### config.mk
export PLATFORM = sky130hd
export DESIGN_NAME = wb_slave_mem
export DESIGN_NICKNAME = d
export VERILOG_FILES = /design/src/rtl/wb_slave_mem.sv
export SDC_FILE = /design/constraint.sdc
export NUM_CORES = 2
export LEC_CHECK = 0
export CAP_MARGIN = 0
export CORE_ASPECT_RATIO = 1.25
export CORE_UTILIZATION = 57
export CTS_CLUSTER_DIAMETER = 80
export DETAILED_ROUTE_END_ITERATION = 6
export PLACE_DENSITY = 0.76
export SLEW_MARGIN = 25
export SYNTH_ARGS = -nofsm -noshare
export SYNTH_HDL_FRONTEND = slang
export SYNTH_SLANG_ARGS = --single-unit
### constraint.sdc
create_clock -name clk_i -period 5.6 [get_ports clk_i]
set_input_delay 1.12 -clock clk_i [delete_from_list [all_inputs] [get_ports clk_i]]
set_output_delay 1.12 -clock clk_i [all_outputs]
set_load 0.02 [all_outputs]
### src/rtl/wb_slave_mem.sv
`timescale 1ns/1ps
// Wishbone classic-cycle slave memory: windowed address decode, fixed wait states,
// byte-lane-masked writes, error termination for out-of-window accesses.
module wb_slave_mem #(
    parameter int                    DATA_WIDTH  = 16,
    parameter int                    ADDR_WIDTH  = 32,
    parameter int                    DEPTH       = 256,
    parameter logic [ADDR_WIDTH-1:0] BASE_ADDR   = '0,
    parameter int                    WAIT_STATES = 1
) (
    input  logic                    clk_i,
    input  logic                    rst_n_i,
    input  logic                    cyc_i,
    input  logic                    stb_i,
    input  logic                    we_i,
    input  logic [ADDR_WIDTH-1:0]   adr_i,
    input  logic [DATA_WIDTH-1:0]   dat_i,
    input  logic [DATA_WIDTH/8-1:0] sel_i,
    output logic [DATA_WIDTH-1:0]   dat_o,
    output logic                    ack_o,
    output logic                    err_o,
    output logic [15:0]             rd_cnt_o,
    output logic [15:0]             wr_cnt_o
);

    localparam int IDX_W = $clog2(DEPTH);
    localparam int LANES = DATA_WIDTH / 8;
    localparam logic [ADDR_WIDTH:0] WIN_LO = {1'b0, BASE_ADDR};
    localparam logic [ADDR_WIDTH:0] WIN_HI = WIN_LO + (ADDR_WIDTH+1)'(2 * DEPTH);
    localparam logic [3:0] WCNT_INIT = (WAIT_STATES == 0) ? 4'd0 : 4'(WAIT_STATES - 1);

    typedef enum logic [1:0] {ST_IDLE, ST_WAIT, ST_RESP} state_t;

    state_t                  state_q, state_d;
    logic [3:0]              wcnt_q, wcnt_d;
    logic                    we_q, we_d;
    logic [IDX_W-1:0]        idx_q, idx_d;
    logic [DATA_WIDTH-1:0]   wdat_q, wdat_d;
    logic [LANES-1:0]        sel_q, sel_d;
    logic                    hit_q, hit_d;
    logic                    ack_q, ack_d;
    logic                    err_q, err_d;
    logic [DATA_WIDTH-1:0]   rdat_q, rdat_d;
    logic [15:0]             rd_cnt_q, rd_cnt_d;
    logic [15:0]             wr_cnt_q, wr_cnt_d;
    logic                    fire;
    logic                    mem_we;
    logic                    hit_now;

    logic [DATA_WIDTH-1:0]   mem [DEPTH];

    // Wide compare so the upper window bound cannot overflow at the top of the address space.
    assign hit_now = ({1'b0, adr_i} >= WIN_LO) && ({1'b0, adr_i} < WIN_HI);

    always_comb begin
        state_d  = state_q;
        wcnt_d   = wcnt_q;
        we_d     = we_q;
        idx_d    = idx_q;
        wdat_d   = wdat_q;
        sel_d    = sel_q;
        hit_d    = hit_q;
        ack_d    = 1'b0;
        err_d    = 1'b0;
        rdat_d   = rdat_q;
        rd_cnt_d = rd_cnt_q;
        wr_cnt_d = wr_cnt_q;
        fire     = 1'b0;
        mem_we   = 1'b0;

        case (state_q)
            ST_IDLE: begin
                if (cyc_i && stb_i) begin
                    we_d   = we_i;
                    idx_d  = adr_i[IDX_W:1];
                    wdat_d = dat_i;
                    sel_d  = sel_i;
                    hit_d  = hit_now;
                    if (WAIT_STATES == 0) begin
                        state_d = ST_RESP;
                        fire    = 1'b1;
                    end else begin
                        state_d = ST_WAIT;
                        wcnt_d  = WCNT_INIT;
                    end
                end
            end
            ST_WAIT: begin
                if (!cyc_i) begin
                    state_d = ST_IDLE;
                end else if (wcnt_q == 4'd0) begin
                    state_d = ST_RESP;
                    fire    = 1'b1;
                end else begin
                    wcnt_d = wcnt_q - 4'd1;
                end
            end
            ST_RESP: state_d = ST_IDLE;
            default: state_d = ST_IDLE;
        endcase

        // Terminate on the edge that enters RESP; the read sees pre-write contents.
        if (fire) begin
            if (hit_d) begin
                ack_d = 1'b1;
                if (we_d) begin
                    mem_we   = 1'b1;
                    wr_cnt_d = wr_cnt_q + 16'd1;
                end else begin
                    rdat_d   = mem[idx_d];
                    rd_cnt_d = rd_cnt_q + 16'd1;
                end
            end else begin
                err_d = 1'b1;
            end
        end
    end

    always_ff @(posedge clk_i) begin
        if (mem_we) begin
            for (int i = 0; i < LANES; i++) begin
                if (sel_d[i]) begin
                    mem[idx_d][i*8 +: 8] <= wdat_d[i*8 +: 8];
                end
            end
        end
    end

    always_ff @(posedge clk_i or negedge rst_n_i) begin
        if (!rst_n_i) begin
            state_q  <= ST_IDLE;
            wcnt_q   <= '0;
            we_q     <= 1'b0;
            idx_q    <= '0;
            wdat_q   <= '0;
            sel_q    <= '0;
            hit_q    <= 1'b0;
            ack_q    <= 1'b0;
            err_q    <= 1'b0;
            rdat_q   <= '0;
            rd_cnt_q <= '0;
            wr_cnt_q <= '0;
        end else begin
            state_q  <= state_d;
            wcnt_q   <= wcnt_d;
            we_q     <= we_d;
            idx_q    <= idx_d;
            wdat_q   <= wdat_d;
            sel_q    <= sel_d;
            hit_q    <= hit_d;
            ack_q    <= ack_d;
            err_q    <= err_d;
            rdat_q   <= rdat_d;
            rd_cnt_q <= rd_cnt_d;
            wr_cnt_q <= wr_cnt_d;
        end
    end

    assign dat_o    = rdat_q;
    assign ack_o    = ack_q;
    assign err_o    = err_q;
    assign rd_cnt_o = rd_cnt_q;
    assign wr_cnt_o = wr_cnt_q;

endmodule

==> metrics.yaml <==
dp_slack_ns: -0.111
clock-sinks: 4180
timing.fmax_mhz: 201
grt_pass1_vias: 109000
portBuffers: 103
hold_viol_final: 0
cts_tree: "yes"
coreArea_mm2: 0.288
arrival_ns: 5.75
ys_ff_latch: 4180
yosysSeqAreaShare_pct: 75.7
num_rows: 220
grt_pass1_wl_mm: 767
synth-edff-count: 4096
power_density_mw_per_mm2: 394
hp-class: "in2async"
gp_congestion: 0.966
dpl_cell_area_mm2: 0.180
synth_top_cell_by_area: "edfxtp_1"
drv_slew: 0
grtUsageTotal_pct: 36.8
ios: 105
synthTopCellsByCount: "edfxtp_1, nand2_1, nand3_1, nor2_1, buf_2"
grt_overflow: 0
path_class: "in2reg"
drc: 1
synth_area_mm2: 0.165
timing.critical_path.from_type: "input port"
synthMostInstantiatedCell: "edfxtp_1"
synth_area_leaders: "edfxtp_1, nand2_1, nand3_1"
final_nets: 12600
violations: "design-rule violations"
routed_wl_mm: 542
die_y_um: 604
grt_max_degree: 106
htreeDepth: 5
die_w_um: 484
post_route_cells_drive_above_1_share_pct: 17.6
r2r_setup_slack_ns: 0.97
fin_crit_sh_pct: 89.0
wl_per_cell_um: 32.6
avgSynthCellArea_um2: 14.5
syn_to_final_growth_pct: 16.6
leakage_nw: 65.9
num_vias: 111000
worst_slew_pin_slew_ns: 1.18
hpwl_mm: 359
final_area_mm2: 0.193
synth_top_area_share_pct: 74.5
post-cts-setup-buffers: 0
r2r-end: "dat_o[13]"
viasPerCell: 6.71
synth_fp_nets: 11500
initialDrtViolationCount: 17800
synth_cell_type_count: 81
antenna_found_initial: 35
clkTransAtPathRegs_ns: 0.07
cp-end-kind: "register"
first_pass_iters: 7
cts_root_buf: "clkbuf_16"
worst_clock_skew_ns: 0.0837
max_cap_viol_count: 0
insertion_delay_ns: 0.94
r2r-start: "state_q[1]"
synthArstFlopShare_pct: 2.01
worst_slack_ns: 0.617
cts_resized: 0
ant_nets: 0
die_area_mm2: 0.292
vdd_drop_max_uv: 288
ys.warnings.count: 0
clock_path_buffers: 4
path_max_fanout: 37
status: "finished, violations left"
cts_buffers: 387
cts_hold_buf: 0
synth_cells: 11400
fillers: 18400
post-route-min-period_ns: 4.98
required_ns: 6.37
setup_viol: 0
synthFlopType: "edfxtp_1"
r2r_cells: 14
max-slew-margin-rel_pct: 20.7
rsz0062_at_grt: "false"
initial_core_util_pct: 57.4
[report_power, final]
| part | total (mW) | leakage, nW | switching, mW | internal (mW) |
|---|---|---|---|---|
| Sequential | 35.6 | 38.3 | 0.0411 | 35.6 |
| Clock | 27.0 | 6.24 | 11.6 | 15.4 |
| Combinational | 13.4 | 21.4 | 9.47 | 3.90 |
[layout make-up]
cell class | count | area [um^2] | share of cell area [%]
sequential | 4180 | 125000 | 64.9
multi-input combinational | 6490 | 37000 | 19.2
timing repair buffer | 1419 | 12900 | 6.68
clock buffer | 480 | 10300 | 5.33
tap | 3774 | 4720 | 2.45
clock inverter | 226 | 2560 | 1.33
inverter | 14 | 85.1 | 0.0442
antenna | 25 | 62.6 | 0.0325
[cells in the final DEF, fill, tap and decap left out, types with 76 or more instances in the layout]
cell type	Yosys	final
mux4_2	247	247
clkbuf_16	0	391
nand2_1	2749	2732
buf_12	0	157
mux2i_1	183	179
a31oi_1	154	153
buf_4	72	1160
dfrtp_1	84	84
o21ai_0	108	105
a21oi_1	212	210
nand4_1	187	187
nor2_1	635	613
clkinv_2	0	76
and3_1	144	144
a311oi_1	97	97
nand3_1	1119	1118
edfxtp_1	4096	4096
clkdlybuf4s50_1	0	102
[stage by stage]
step	instances	TNS (ns)	hold slack [ns]	total power [mW]	util (%)
2_1_floorplan	11400	-1715.78	0.441	43.3	-
3_3_place_gp	15900	-0.0886	0.463	48.7	62.5
3_5_place_dp	15900	-0.151	0.470	49.0	62.5
4_1_cts	16600	0	0.270	75.4	66.9
5_1_grt	16600	0	0.291	77.3	67.0
6_report	16600	0	0.285	76.0	67.0
[logic make-up after synthesis]
logic type | share of synthesized area, %
and+or+nand+nor | 12.9
adders and majority gates | 0.0303
AOI/OAI and AO/OA | 4.35
buffers and inverters | 2.22
xor gates and xnor gates | 0.170
muxes | 4.57
DFF | 75.7
[critical path, stage by stage]
cell and delay (ns):
clkdlybuf4s50_1 0.56, nor4bb_4 0.34, buf_4 0.26, mux2i_4 0.11, buf_4 0.22, inv_16 0.26, buf_12 0.27, buf_12 0.23
buf_4 0.30, mux4_2 0.35, a21oi_1 0.27, o21ai_0 0.22, nor4_1 0.71, and3_1 0.34, a41oi_1 0.12
[layer usage]
layer	up-vias	part of all wire (%)	GRT usage [%]
met4	18	11	32.5
li1	45200	-	-
met2	9442	45	56.4
met3	2294	13	8.95
met5	-	0.021	0
met1	54400	31	43.6
[flip-flops by register name, summed over array words and instances (netlist names), 2 cells and up]
signal	cells
wr_cnt_o	16
state_q	2
idx_q	8
sel_q	2
rd_cnt_o	16
dat_o	16
wcnt_q	4
wdat_q	16
mem	4096
[how the worst max path moves through the flow]
| stage | start | to | slack, ns | cells after the start |
|---|---|---|---|---|
| finish | stb_i | dat_o[13] | 0.62 | 15 |
| global route | stb_i | dat_o[13] | 0.66 | 15 |
| CTS | stb_i | dat_o[13] | 0.81 | 15 |
| detailed placement | stb_i | dat_o[8] | -0.11 | 15 |
| global placement | stb_i | dat_o[8] | -0.09 | 15 |
| floorplan | cyc_i | mem[0][7] | -0.75 | 8 |
(Power assumes the default switching activity.)
